--- src/rtl/usb_in_ep_buffer_pkg.sv ---
// Shared definitions for the USB IN endpoint buffer: FSM state, default packet size, length width.
// Latency: n/a (types and constants only).
// Backpressure: n/a.
package usb_in_ep_buffer_pkg;

  // FILL: application writes the packet. READY: packet is closed and owned by the protocol engine.
  typedef enum logic {
    ST_FILL  = 1'b0,
    ST_READY = 1'b1
  } ep_state_t;

  localparam int USB_MAX_PKT = 64;

  // A length counter must represent 0..MAX_PKT inclusive, hence one bit more than the address.
  function automatic int len_width(input int max_pkt);
    return $clog2(max_pkt) + 1;
  endfunction

  localparam int USB_LEN_W = len_width(USB_MAX_PKT);

endpackage

--- src/rtl/usb_in_ep_buffer_if.sv ---
// Bundle of application-side and protocol-engine-side signals of the IN endpoint buffer.
// Latency: n/a (wires only).
// Backpressure: in_ep_data_free throttles the writer; gets beyond the packet length are ignored.
//
// master: the driving side (application + protocol engine together).
// slave : the endpoint buffer itself.
interface usb_in_ep_buffer_if
  import usb_in_ep_buffer_pkg::*;
#(
  parameter int MAX_PKT = USB_MAX_PKT
);

  localparam int LW = len_width(MAX_PKT);

  // Application side
  logic          in_ep_req;
  logic          in_ep_grant;
  logic          in_ep_data_free;
  logic          in_ep_data_put;
  logic [7:0]    in_ep_data;
  logic          in_ep_data_done;
  logic          in_ep_stall;
  logic          in_ep_acked;

  // Protocol engine side
  logic          pe_data_ready;
  logic [LW-1:0] pe_len;
  logic          pe_data_get;
  logic [7:0]    pe_data;
  logic          pe_data_last;
  logic          pe_ack;
  logic          pe_retry;
  logic          pe_stall;

  modport master (
    output in_ep_req, in_ep_data_put, in_ep_data, in_ep_data_done, in_ep_stall,
    output pe_data_get, pe_ack, pe_retry,
    input  in_ep_grant, in_ep_data_free, in_ep_acked,
    input  pe_data_ready, pe_len, pe_data, pe_data_last, pe_stall
  );

  modport slave (
    input  in_ep_req, in_ep_data_put, in_ep_data, in_ep_data_done, in_ep_stall,
    input  pe_data_get, pe_ack, pe_retry,
    output in_ep_grant, in_ep_data_free, in_ep_acked,
    output pe_data_ready, pe_len, pe_data, pe_data_last, pe_stall
  );

endinterface

--- src/rtl/usb_ep_ram.sv ---
// Packet byte store: one write port, one registered read port, no reset so it maps onto block RAM.
// Latency: read data valid one cycle after re; rdata holds when re is low.
// Backpressure: none; caller qualifies we/re.
//
// Ports: clk; we/waddr/wdata write port; re/raddr read request; rdata registered read data.
module usb_ep_ram #(
  parameter int DEPTH = 64,
  parameter int AW    = $clog2(DEPTH)
) (
  input  logic          clk,
  input  logic          we,
  input  logic [AW-1:0] waddr,
  input  logic [7:0]    wdata,
  input  logic          re,
  input  logic [AW-1:0] raddr,
  output logic [7:0]    rdata
);

  logic [7:0] mem [DEPTH];

  always_ff @(posedge clk) begin
    if (we) mem[waddr] <= wdata;
    if (re) rdata <= mem[raddr];
  end

endmodule

--- src/rtl/usb_in_ep_buffer.sv ---
// Single-packet USB IN endpoint buffer between an application writer and the protocol engine.
// Latency: packet ready the cycle after done; read byte valid the cycle after get; stall 1 cycle.
// Backpressure: in_ep_data_free drops when full or not owned; READY blocks the writer until ACK.
//
// Ports: clk, reset (async, active-high), bus (usb_in_ep_buffer_if.slave) carrying the
// application request/put/done/stall/acked signals and the protocol-engine
// ready/len/get/data/last/ack/retry/stall signals.
module usb_in_ep_buffer
  import usb_in_ep_buffer_pkg::*;
#(
  parameter int MAX_PKT = USB_MAX_PKT
) (
  input  logic                 clk,
  input  logic                 reset,
  usb_in_ep_buffer_if.slave    bus
);

  localparam int AW = $clog2(MAX_PKT);
  localparam int LW = len_width(MAX_PKT);

  ep_state_t     state_q, state_d;
  logic [LW-1:0] wr_cnt;
  logic [LW-1:0] rd_ptr;
  logic [LW-1:0] pe_len_q;
  logic          acked_q;
  logic          last_q;
  logic          stall_q;
  logic          rd_primed;
  logic [7:0]    ram_rdata;

  logic grant;
  logic data_free;
  logic wr_en;
  logic close_pkt;
  logic in_ready;
  logic do_ack;
  logic do_retry;
  logic rd_en;

  // Next state and ownership decode.
  always_comb begin
    state_d  = state_q;
    grant    = 1'b0;
    in_ready = 1'b0;
    case (state_q)
      ST_FILL: begin
        grant = bus.in_ep_req;
        if (grant && bus.in_ep_data_done) state_d = ST_READY;
      end
      ST_READY: begin
        in_ready = 1'b1;
        if (bus.pe_ack) state_d = ST_FILL;
      end
      default: state_d = ST_FILL;
    endcase
  end

  assign data_free = grant && (wr_cnt < LW'(MAX_PKT));
  assign wr_en     = data_free && bus.in_ep_data_put;
  assign close_pkt = grant && bus.in_ep_data_done;
  // ACK takes priority over a simultaneous retry; either one suppresses a same-cycle get.
  assign do_ack    = in_ready && bus.pe_ack;
  assign do_retry  = in_ready && bus.pe_retry && !bus.pe_ack;
  assign rd_en     = in_ready && bus.pe_data_get && (rd_ptr < pe_len_q)
                     && !bus.pe_ack && !bus.pe_retry;

  always_ff @(posedge clk or posedge reset) begin
    if (reset) state_q <= ST_FILL;
    else       state_q <= state_d;
  end

  always_ff @(posedge clk or posedge reset) begin
    if (reset) begin
      wr_cnt    <= '0;
      rd_ptr    <= '0;
      pe_len_q  <= '0;
      acked_q   <= 1'b0;
      last_q    <= 1'b0;
      stall_q   <= 1'b0;
      rd_primed <= 1'b0;
    end else begin
      acked_q <= do_ack;
      stall_q <= bus.in_ep_stall;
      if (do_ack) begin
        wr_cnt <= '0;
        rd_ptr <= '0;
        last_q <= 1'b0;
      end else begin
        if (wr_en) wr_cnt <= wr_cnt + LW'(1);
        // A byte put in the same cycle as done belongs to the packet.
        if (close_pkt) pe_len_q <= wr_cnt + LW'(wr_en);
        if (do_retry) begin
          rd_ptr <= '0;
        end else if (rd_en) begin
          rd_ptr    <= rd_ptr + LW'(1);
          last_q    <= (rd_ptr == pe_len_q - LW'(1));
          rd_primed <= 1'b1;
        end
      end
    end
  end

  usb_ep_ram #(
    .DEPTH (MAX_PKT),
    .AW    (AW)
  ) u_ram (
    .clk   (clk),
    .we    (wr_en),
    .waddr (wr_cnt[AW-1:0]),
    .wdata (bus.in_ep_data),
    .re    (rd_en),
    .raddr (rd_ptr[AW-1:0]),
    .rdata (ram_rdata)
  );

  // The RAM output register has no reset; present zero until the first real read after reset.
  assign bus.pe_data         = rd_primed ? ram_rdata : 8'h00;
  assign bus.pe_data_last    = last_q;
  assign bus.pe_len          = pe_len_q;
  assign bus.pe_data_ready   = in_ready;
  assign bus.pe_stall        = stall_q;
  assign bus.in_ep_grant     = grant;
  assign bus.in_ep_data_free = data_free;
  assign bus.in_ep_acked     = acked_q;

endmodule

--- src/flat_wrapper.sv ---
// flat-port wrapper written by rule: the top's interface ports become plain ports
module usb_in_ep_buffer_flat import usb_in_ep_buffer_pkg::*;
#(
  parameter int MAX_PKT = USB_MAX_PKT
)
  (clk, reset, bus_in_ep_req, bus_in_ep_data_put, bus_in_ep_data, bus_in_ep_data_done, bus_in_ep_stall, bus_pe_data_get, bus_pe_ack, bus_pe_retry, bus_in_ep_grant, bus_in_ep_data_free, bus_in_ep_acked, bus_pe_data_ready, bus_pe_len, bus_pe_data, bus_pe_data_last, bus_pe_stall);
  usb_in_ep_buffer_if #(.MAX_PKT(MAX_PKT)) bus_i ();
  input  logic clk;
  input  logic reset;
  input wire logic [$bits(bus_i.in_ep_req)-1:0] bus_in_ep_req;
  input wire logic [$bits(bus_i.in_ep_data_put)-1:0] bus_in_ep_data_put;
  input wire logic [$bits(bus_i.in_ep_data)-1:0] bus_in_ep_data;
  input wire logic [$bits(bus_i.in_ep_data_done)-1:0] bus_in_ep_data_done;
  input wire logic [$bits(bus_i.in_ep_stall)-1:0] bus_in_ep_stall;
  input wire logic [$bits(bus_i.pe_data_get)-1:0] bus_pe_data_get;
  input wire logic [$bits(bus_i.pe_ack)-1:0] bus_pe_ack;
  input wire logic [$bits(bus_i.pe_retry)-1:0] bus_pe_retry;
  output wire logic [$bits(bus_i.in_ep_grant)-1:0] bus_in_ep_grant;
  output wire logic [$bits(bus_i.in_ep_data_free)-1:0] bus_in_ep_data_free;
  output wire logic [$bits(bus_i.in_ep_acked)-1:0] bus_in_ep_acked;
  output wire logic [$bits(bus_i.pe_data_ready)-1:0] bus_pe_data_ready;
  output wire logic [$bits(bus_i.pe_len)-1:0] bus_pe_len;
  output wire logic [$bits(bus_i.pe_data)-1:0] bus_pe_data;
  output wire logic [$bits(bus_i.pe_data_last)-1:0] bus_pe_data_last;
  output wire logic [$bits(bus_i.pe_stall)-1:0] bus_pe_stall;
  assign bus_i.in_ep_req = bus_in_ep_req;
  assign bus_i.in_ep_data_put = bus_in_ep_data_put;
  assign bus_i.in_ep_data = bus_in_ep_data;
  assign bus_i.in_ep_data_done = bus_in_ep_data_done;
  assign bus_i.in_ep_stall = bus_in_ep_stall;
  assign bus_i.pe_data_get = bus_pe_data_get;
  assign bus_i.pe_ack = bus_pe_ack;
  assign bus_i.pe_retry = bus_pe_retry;
  assign bus_in_ep_grant = bus_i.in_ep_grant;
  assign bus_in_ep_data_free = bus_i.in_ep_data_free;
  assign bus_in_ep_acked = bus_i.in_ep_acked;
  assign bus_pe_data_ready = bus_i.pe_data_ready;
  assign bus_pe_len = bus_i.pe_len;
  assign bus_pe_data = bus_i.pe_data;
  assign bus_pe_data_last = bus_i.pe_data_last;
  assign bus_pe_stall = bus_i.pe_stall;
  usb_in_ep_buffer #(.MAX_PKT(MAX_PKT)) u_core (.clk(clk), .reset(reset), .bus(bus_i));
endmodule
--- config.mk ---
export PLATFORM = sky130hd
export DESIGN_NAME = usb_in_ep_buffer_flat
export DESIGN_NICKNAME = d
export VERILOG_FILES = /design/src/rtl/usb_in_ep_buffer_pkg.sv /design/src/rtl/usb_in_ep_buffer_if.sv /design/src/rtl/usb_ep_ram.sv /design/src/rtl/usb_in_ep_buffer.sv /design/src/flat_wrapper.sv
export SDC_FILE = /design/constraint.sdc
export NUM_CORES = 1
export LEC_CHECK = 0
export BUFFER_PORTS_ARGS = -buffer_cell sky130_fd_sc_hd__buf_2
export CORE_MARGIN = 10
export CORE_UTILIZATION = 31
export DETAILED_ROUTE_END_ITERATION = 10
export PLACE_DENSITY = 0.48
export RECOVER_POWER = 100
export SLEW_MARGIN = 20
export SYNTH_ARGS = -nofsm -noshare
export SYNTH_HDL_FRONTEND = slang
export SYNTH_HIERARCHICAL = 1
export SYNTH_SLANG_ARGS = --single-unit
--- constraint.sdc ---
create_clock -name clk -period 2.9 [get_ports clk]
set_clock_uncertainty 0.1 [all_clocks]
set_input_delay 0.29 -clock clk [delete_from_list [all_inputs] [get_ports clk]]
set_output_delay 0.29 -clock clk [all_outputs]
set_load 0.02 [all_outputs]
==> summary.txt, run 1 <==
Route
  – Antenna Violating Nets Remaining: 0
  – Vias: 11300
  – DRT Wirelength: about 56000 um
  – Pre-antenna DRT Iters: 5
  – Routed WL per cell: 24.4 um
  – Remaining DRCs: 0
  – Via density: 4.94
  – DRT iter0 DRCs: 1083

Timing
  – Final setup violation count: 0
  – Final Cycle Share: 96.0%
  – Final setup TNS: 0 ns
  – Hold Vio Cnt, Final: 0
  – Hold slack: 0.0895 ns
  – Max frequency: 0.359 GHz
  – Least-Margin Pin Slew: 2.08 ns
  – RSZ-0062 raised after global routing: false
  – Final-report max-slew violation count: 166
  – Slew Limit Headroom: -38.6%
  – Period minus WS final: 2.78 ns

Floorplanning
  – Die area: 81500 um^2
  – I/O pin count: 38
  – Core area: around 70000 um^2
  – Effective utilization at floorplan: 31.3%
  – Die Y: 286 um
  – Die Width: 286 um
  – Cell row count: 97

CTS
  – Clk_lat worst skew: slightly above 0.6 ns
  – Clock root buffer: clkbuf_16
  – Max clock buf depth: 3
  – H-tree Lvls: 2
  – Clk pin slew, worst setup/hold paths: 0.06 ns
  – Clk sinks: between 500 and 600
  – CTS tree: yes
  – CTS Buf Count: 57

Global routing
  – Vias in the first global route: between 10000 and 15000
  – Remaining Overflow, GRT: 0
  – Largest net degree at the start of global routing: 49
  – Antenna violations before repair: 1
  – Total GRT Usage: 13.6%
  – First-pass GRT wire length: 82500 um

Yosys
  – Top cells by count, synth: edfxtp_1 (520), mux4_2 (126), nor2_1 (97), nand2_1 (37), mux2i_1 (31)
  – Cell taking the most area after synthesis: edfxtp_1
  – Seq/Total Area, Yosys: approximately three quarters
  – Synth Register Bits: 546
  – Synthesized cell area: about 22000 um^2
  – Largest cells by area after synthesis: edfxtp_1 (71%), mux4_2 (13%), dfrtp_1 (3.0%)
  – Avg Cell Area, Syn: roughly 20 um^2
  – Post-synth top area share: 71.4%
  – Distinct cell type count after synthesis: 52
  – Most numerous cell in the Yosys netlist: edfxtp_1
  – Dominant synthesized flop cell: edfxtp_1
  – FFs w/ async S/R, synth: 4.76%
  – Post-synth EDFFs: 520
  – Net Count, Synth: 1141
  – Ys Warns: 6
  – Post-Syn Instances: between 1000 and 1500

Setup path
  – Critical R2R Launch: u_core/rd_ptr[1]
  – Crit. Startpoint: u_core/rd_ptr[1]
  – Worst setup EP type: flop
  – Crit path DAT: 3.02 ns
  – Crit-path max FO: 17
  – Worst Reg-to-Reg Cells: 6
  – CP startpoint kind: flop
  – Crit path kind: flop to flop
  – CP required: 3.14 ns

Job
  – Max-Cap Viols: 6

Power
  – Pwr Density: between 600 and 700 nW/um^2
  – Max VDD drop: 0.000427 V
  – P_leak: 7.97 nW

Place
  – DP HPWL: roughly 36000 um
  – GP Congestion: approximately 0.78
  – Port Buf Inserts: 37

Layout
  – Inserted Diodes: 0
  – Layout area overhead: 17.6%
  – Fill count: 6605
  – Final nets: 1334
  – Share of cells above drive strength 1: 26.3%

Outcome
  – Status: finished with violations
  – Violated checks: capacitance limit, slew limit

Hold path
  – Hold Crit Start: bus_pe_retry
  – Worst Hold Depth: 4
  – Hold crit path type: primary input to flop
[placed cells by master, fill, tap and decap left out, types with 5 or more instances in the layout]
| cell type | instances |
|---|---|
| clkbuf_1 | 73 |
| nand2b_1 | 9 |
| mux2_2 | 15 |
| and2_1 | 7 |
| buf_4 | 46 |
| nor2_1 | 97 |
| buf_12 | 10 |
| mux2i_1 | 31 |
| nor2b_1 | 17 |
| clkbuf_16 | 58 |
| buf_2 | 12 |
| clkinv_1 | 14 |
| nand3_1 | 20 |
| a221oi_1 | 6 |
| clkbuf_2 | 50 |
| o221ai_1 | 8 |
| nand2_1 | 37 |
| a21oi_1 | 8 |
| inv_1 | 12 |
| edfxtp_1 | 520 |
| xor2_1 | 8 |
| nand4_1 | 6 |
| o21ai_0 | 7 |
| a211oi_1 | 5 |
| xnor2_1 | 11 |
| nor4_1 | 5 |
| mux4_2 | 126 |
| nor3_1 | 10 |
| o22ai_1 | 8 |
| clkinv_2 | 12 |
| ha_1 | 12 |
| dfrtp_1 | 22 |
[per-layer routing]
layer	up-vias	part of all wire, %	track usage, %
met5	-	0	0
met4	0	2.0	3.57
met3	86	5.3	2.51
met2	315	47	21.7
met1	6007	46	19.0
li1	4919	-	-
[cells by family (layout without fill, tap and decap cells)]
family,Yosys count,after routing,share of synthesized area [%]
buf+inv,69,309,1.76
flops,546,546,74.4
compound gates,70,70,2.38
simple gates,224,224,4.82
fa+ha+maj,12,12,0.687
xor+xnor,19,19,0.761
mux,172,172,15.2
[worst paths after layout]
path / to / slack (ns)
worst max register to register: u_core/u_ram/rdata[4] / 0.12
worst max-delay path: u_core/u_ram/rdata[4] / 0.12
worst min-delay path: u_core/rd_ptr[2] / 0.09
worst min register to register: u_core/bus.pe_data_last / 0.45
min in group asynchronous: u_core/wr_cnt[5] / 0.26
max in group asynchronous: u_core/wr_cnt[4] / 1.42
[flip-flops by register name, indices dropped and copies added, names as in the netlist]
name and flops:
u_core/u_ram/mem 512, u_core/u_ram/rdata 8, u_core/rd_primed 1, u_core/bus.in_ep_acked 1, u_core/state_q 1, u_core/bus.pe_stall 1, u_core/rd_ptr 7, u_core/wr_cnt 7
u_core/bus.pe_data_last 1, u_core/bus.pe_len 7
[per-stage QoR]
step	utilization (%)	worst slack [ns]	area, um^2	total power, mW	cells
after floorplan	-	0.520	21900	10.0	1112
after global placement	34.6	0.0942	24200	10.6	2182
after detailed placement	34.6	0.103	24200	10.6	2182
after CTS	37.2	0.0723	26000	17.7	2292
after global routing	36.8	0.0142	25700	18.1	2292
final	36.8	0.116	25700	17.4	2292
[report_power, final]
group,switching (mW),internal (mW),total (mW)
clock,3.01,4.01,7.02
combinational,0.888,0.684,1.57
sequential,0.0859,8.74,8.82
total,3.98,13.4,17.4
[layout make-up]
cell class                 count  area (um^2)  share of cell area, %
clock buffer                  72         1540                   6.01
clock inverter                34          250                  0.974
inverter                      12         45.0                  0.175
multi-input combinational    497         5210                   20.3
sequential                   546        16300                   63.4
tap                          940         1180                   4.58
timing repair buffer         191         1190                   4.63
[critical path: stages (launching register included)]
cell and delay (ns):
dfrtp_4 0.67, buf_12 0.22, buf_4 0.18, mux4_2 0.34, mux4_2 0.53, nor2_1 0.31
o32ai_1 0.15
[repair_timing]
| item | CTS | global route |
|---|---|---|
| hold buffers | 4 | 0 |
| hold endpoints to repair | 20 | 0 |
| setup buffers | 0 | 0 |
| gates resized for setup | 0 | 0 |
Power figures use the tool's default switching activity.
==> run 2: changes to the inputs <==
--- a/config.mk
+++ b/config.mk
@@ -14,5 +14,4 @@
 export SLEW_MARGIN = 20
 export SYNTH_ARGS = -nofsm -noshare
 export SYNTH_HDL_FRONTEND = slang
-export SYNTH_HIERARCHICAL = 1
 export SYNTH_SLANG_ARGS = --single-unit
==> run 2 against run 1 <==
The run still ends with capacitance limit, slew limit left. Synthesized cell count shrank 1.1%. Core utilization is essentially flat. Critical path depth is the same. Routed wire length shrank 3.5%. Sequential power is essentially flat. Flip-flop and latch count is the same. Die area shrank 0.69%. Via count shrank 2.6%. Largest power group unchanged.
==> summary.txt, run 2 <==
Yosys
  – Dominant synthesized flop cell: edfxtp_1
  – Post-Syn Instances: 1100
  – Post-synth EDFFs: 520
  – Avg Cell Area, Syn: 19.7 um^2
  – Ys Warns: 0
  – FFs w/ async S/R, synth: 4.76%
  – Largest cells by area after synthesis: edfxtp_1 (72%), mux4_2 (13%), dfrtp_1 (3.0%)
  – Seq/Total Area, Yosys: 75.0%
  – Distinct cell type count after synthesis: 48
  – Most numerous cell in the Yosys netlist: edfxtp_1
  – Synth Register Bits: ~550
  – Synthesized cell area: 21700 um^2
  – Top cells by count, synth: edfxtp_1 (520), mux4_2 (128), nor2_1 (96), dfrtp_1 (26)
  – Post-synth top area share: 72.0%
  – Net Count, Synth: around 1100
  – Cell taking the most area after synthesis: edfxtp_1

Power
  – Max VDD drop: 0.000397 V
  – Total power: 17.5 mW
  – Pwr Density: just under 700 nW/um^2
  – P_leak: 7.83 nW

Timing
  – Max frequency: 0.362 GHz
  – Slew Limit Headroom: -30.7%
  – Least-Margin Pin Slew: 1.96 ns
  – Hold Vio Cnt, Final: 0
  – Final-report max-slew violation count: 112
  – Final Cycle Share: 95.3%
  – Final setup TNS: 0 ns
  – RSZ-0062 raised after global routing: false
  – Period minus WS final: 2.76 ns
  – Final setup violation count: 0

Layout
  – Commonest non-fill, non-tap cell in the layout: edfxtp_1
  – Share of cells above drive strength 1: 24.9%
  – Biggest regs: u_core.u_ram.mem x512, u_core.u_ram.rdata x8
  – Reg area: 16300 um^2
  – Commonest non-fill, non-tap cells in the layout: edfxtp_1 (520), mux4_2 (128), nor2_1 (96), clkbuf_1 (63), clkbuf_16 (59)
  – Area of the multi-input gates: 5020 um^2
  – Reg with most FFs: u_core.u_ram.mem
  – Inserted Diodes: 0
  – Layout area overhead: 16.8%
  – Final instance area: 25300 um^2
  – Max reg flops: 512
  – Fill count: ~6500
  – Final Core Density: 36.7%
  – Final nets: 1289

CTS
  – Max clock buf depth: 3
  – Clk pin slew, worst setup/hold paths: 0.06 ns
  – CTS tree: yes
  – Clock root buffer: clkbuf_16
  – H-tree Lvls: 2
  – Clk sinks: 546
  – CTS Buf Count: 57
  – Post-CTS sizing: 0
  – Clk_lat worst skew: 0.62 ns

Route
  – Remaining DRCs: 0
  – Via density: 4.94
  – DRT Wirelength: between 50000 and 60000 um
  – Routed WL per cell: 24.1 um
  – Antenna Violating Nets Remaining: 0
  – Vias: 11000
  – Pre-antenna DRT Iters: 7
  – DRT iter0 DRCs: approximately 1100

Place
  – Port Buf Inserts: 37
  – DP HPWL: 34000 um
  – GP Congestion: 0.777
  – Placed Area: 23800 um^2

Outcome
  – Status: finished with violations
  – Violated checks: capacitance limit, slew limit

Setup path
  – Crit path DAT: roughly 3 ns
  – FF-to-FF End: u_core.u_ram.rdata[1]
  – Worst Reg-to-Reg Cells: 6
  – CP required: 3.13 ns
  – CP startpoint kind: flop
  – Crit-path max FO: 17
  – Crit. Startpoint: u_core.rd_ptr[0]
  – Worst setup EP type: flop
  – Critical R2R Launch: u_core.rd_ptr[0]
  – Reg2reg setup slack: 0.14 ns
  – Crit path kind: flop to flop

Floorplanning
  – Die Width: ~280 um
  – I/O pin count: 38
  – Cell row count: 96
  – Die area: 81000 um^2
  – Die Y: 285 um
  – Core area: ~69000 um^2
  – Effective utilization at floorplan: roughly a third

Hold path
  – WHS Endpoint: u_core.rd_ptr[6]
  – Worst Hold Depth: 4
  – Hold crit path type: primary input to flop
  – Hold Crit Start: bus_pe_retry

Global routing
  – Remaining Overflow, GRT: 0
  – Total GRT Usage: 13.2%
  – Largest net degree at the start of global routing: 65
  – Vias in the first global route: 11500
  – Antenna violations before repair: 0
  – First-pass GRT wire length: between 70000 and 80000 um

Job
  – Max-Cap Viols: 3
[run 2: kinds of logic (layout without fill, tap and decap cells)]
kind of cell	after synthesis	after routing	synth area share (%)
adders and majority gates	12	12	0.692
and+or+nand+nor	187	187	4.10
DFF	546	546	75.0
xor gates and xnor gates	15	15	0.606
AOI/OAI and AO/OA	120	120	3.79
buffers and inverters	78	281	1.89
muxes	142	142	13.9
[run 2: where the power goes]
part | switching [mW] | internal (mW)
Combinational | 0.805 | 0.599
Sequential | 0.111 | 8.74
Clock | 2.98 | 4.30
[run 2: final cells by class]
type                            count  area share [%]
Sequential cell                   546            64.2
Multi-Input combinational cell    476            19.8
Tap cell                          931            4.60
Timing Repair Buffer              165            3.86
Inverter                           14           0.207
Clock buffer                       68            5.96
Clock inverter                     34            1.31
[run 2: repair_timing]
action | 4_1_cts | 5_1_grt
setup buffers | 0 | 0
hold endpoints to repair | 23 | 0
hold buffers | 3 | 0
[run 2: worst max-delay path by stage]
stage,endpoint,slack [ns],cells past startpoint
2_1_floorplan,u_core.u_ram.rdata[0],0.40,8
3_3_place_gp,u_core.u_ram.rdata[0],0.25,7
3_5_place_dp,u_core.u_ram.rdata[0],0.25,7
4_1_cts,u_core.u_ram.rdata[6],0.22,7
5_1_grt,u_core.u_ram.mem[24][7],0.06,7
6_report,u_core.u_ram.rdata[1],0.14,6
[run 2: metal layers]
metal  wire (um)  global-route usage [%]  vias up  part of all wire (%)
met3        2580                    2.38       62                   4.8
met2       25000                    20.6      249                    46
met1       25300                    18.7     5902                    47
met5           0                       0        -                     0
li1            -                       -     4823                     -
met4        1010                    3.40        0                   1.9
[run 2: critical path: stages, from the launching register on]
cell and delay [ns]:
dfrtp_4 0.51, buf_4 0.37, mux4_2 0.57, o22ai_1 0.23
nor2_1 0.15, o221ai_1 0.39, o41ai_1 0.14
[run 2: metrics by stage]
| stage | hold slack, ns | worst slack, ns | instances |
|---|---|---|---|
| 2_1_floorplan | 0.221 | 0.398 | 1100 |
| 3_3_place_gp | 0.304 | 0.251 | 2129 |
| 3_5_place_dp | 0.301 | 0.250 | 2129 |
| 4_1_cts | 0.00748 | 0.218 | 2234 |
| 5_1_grt | 0.0697 | 0.0609 | 2234 |
| 6_report | 0.0453 | 0.137 | 2234 |
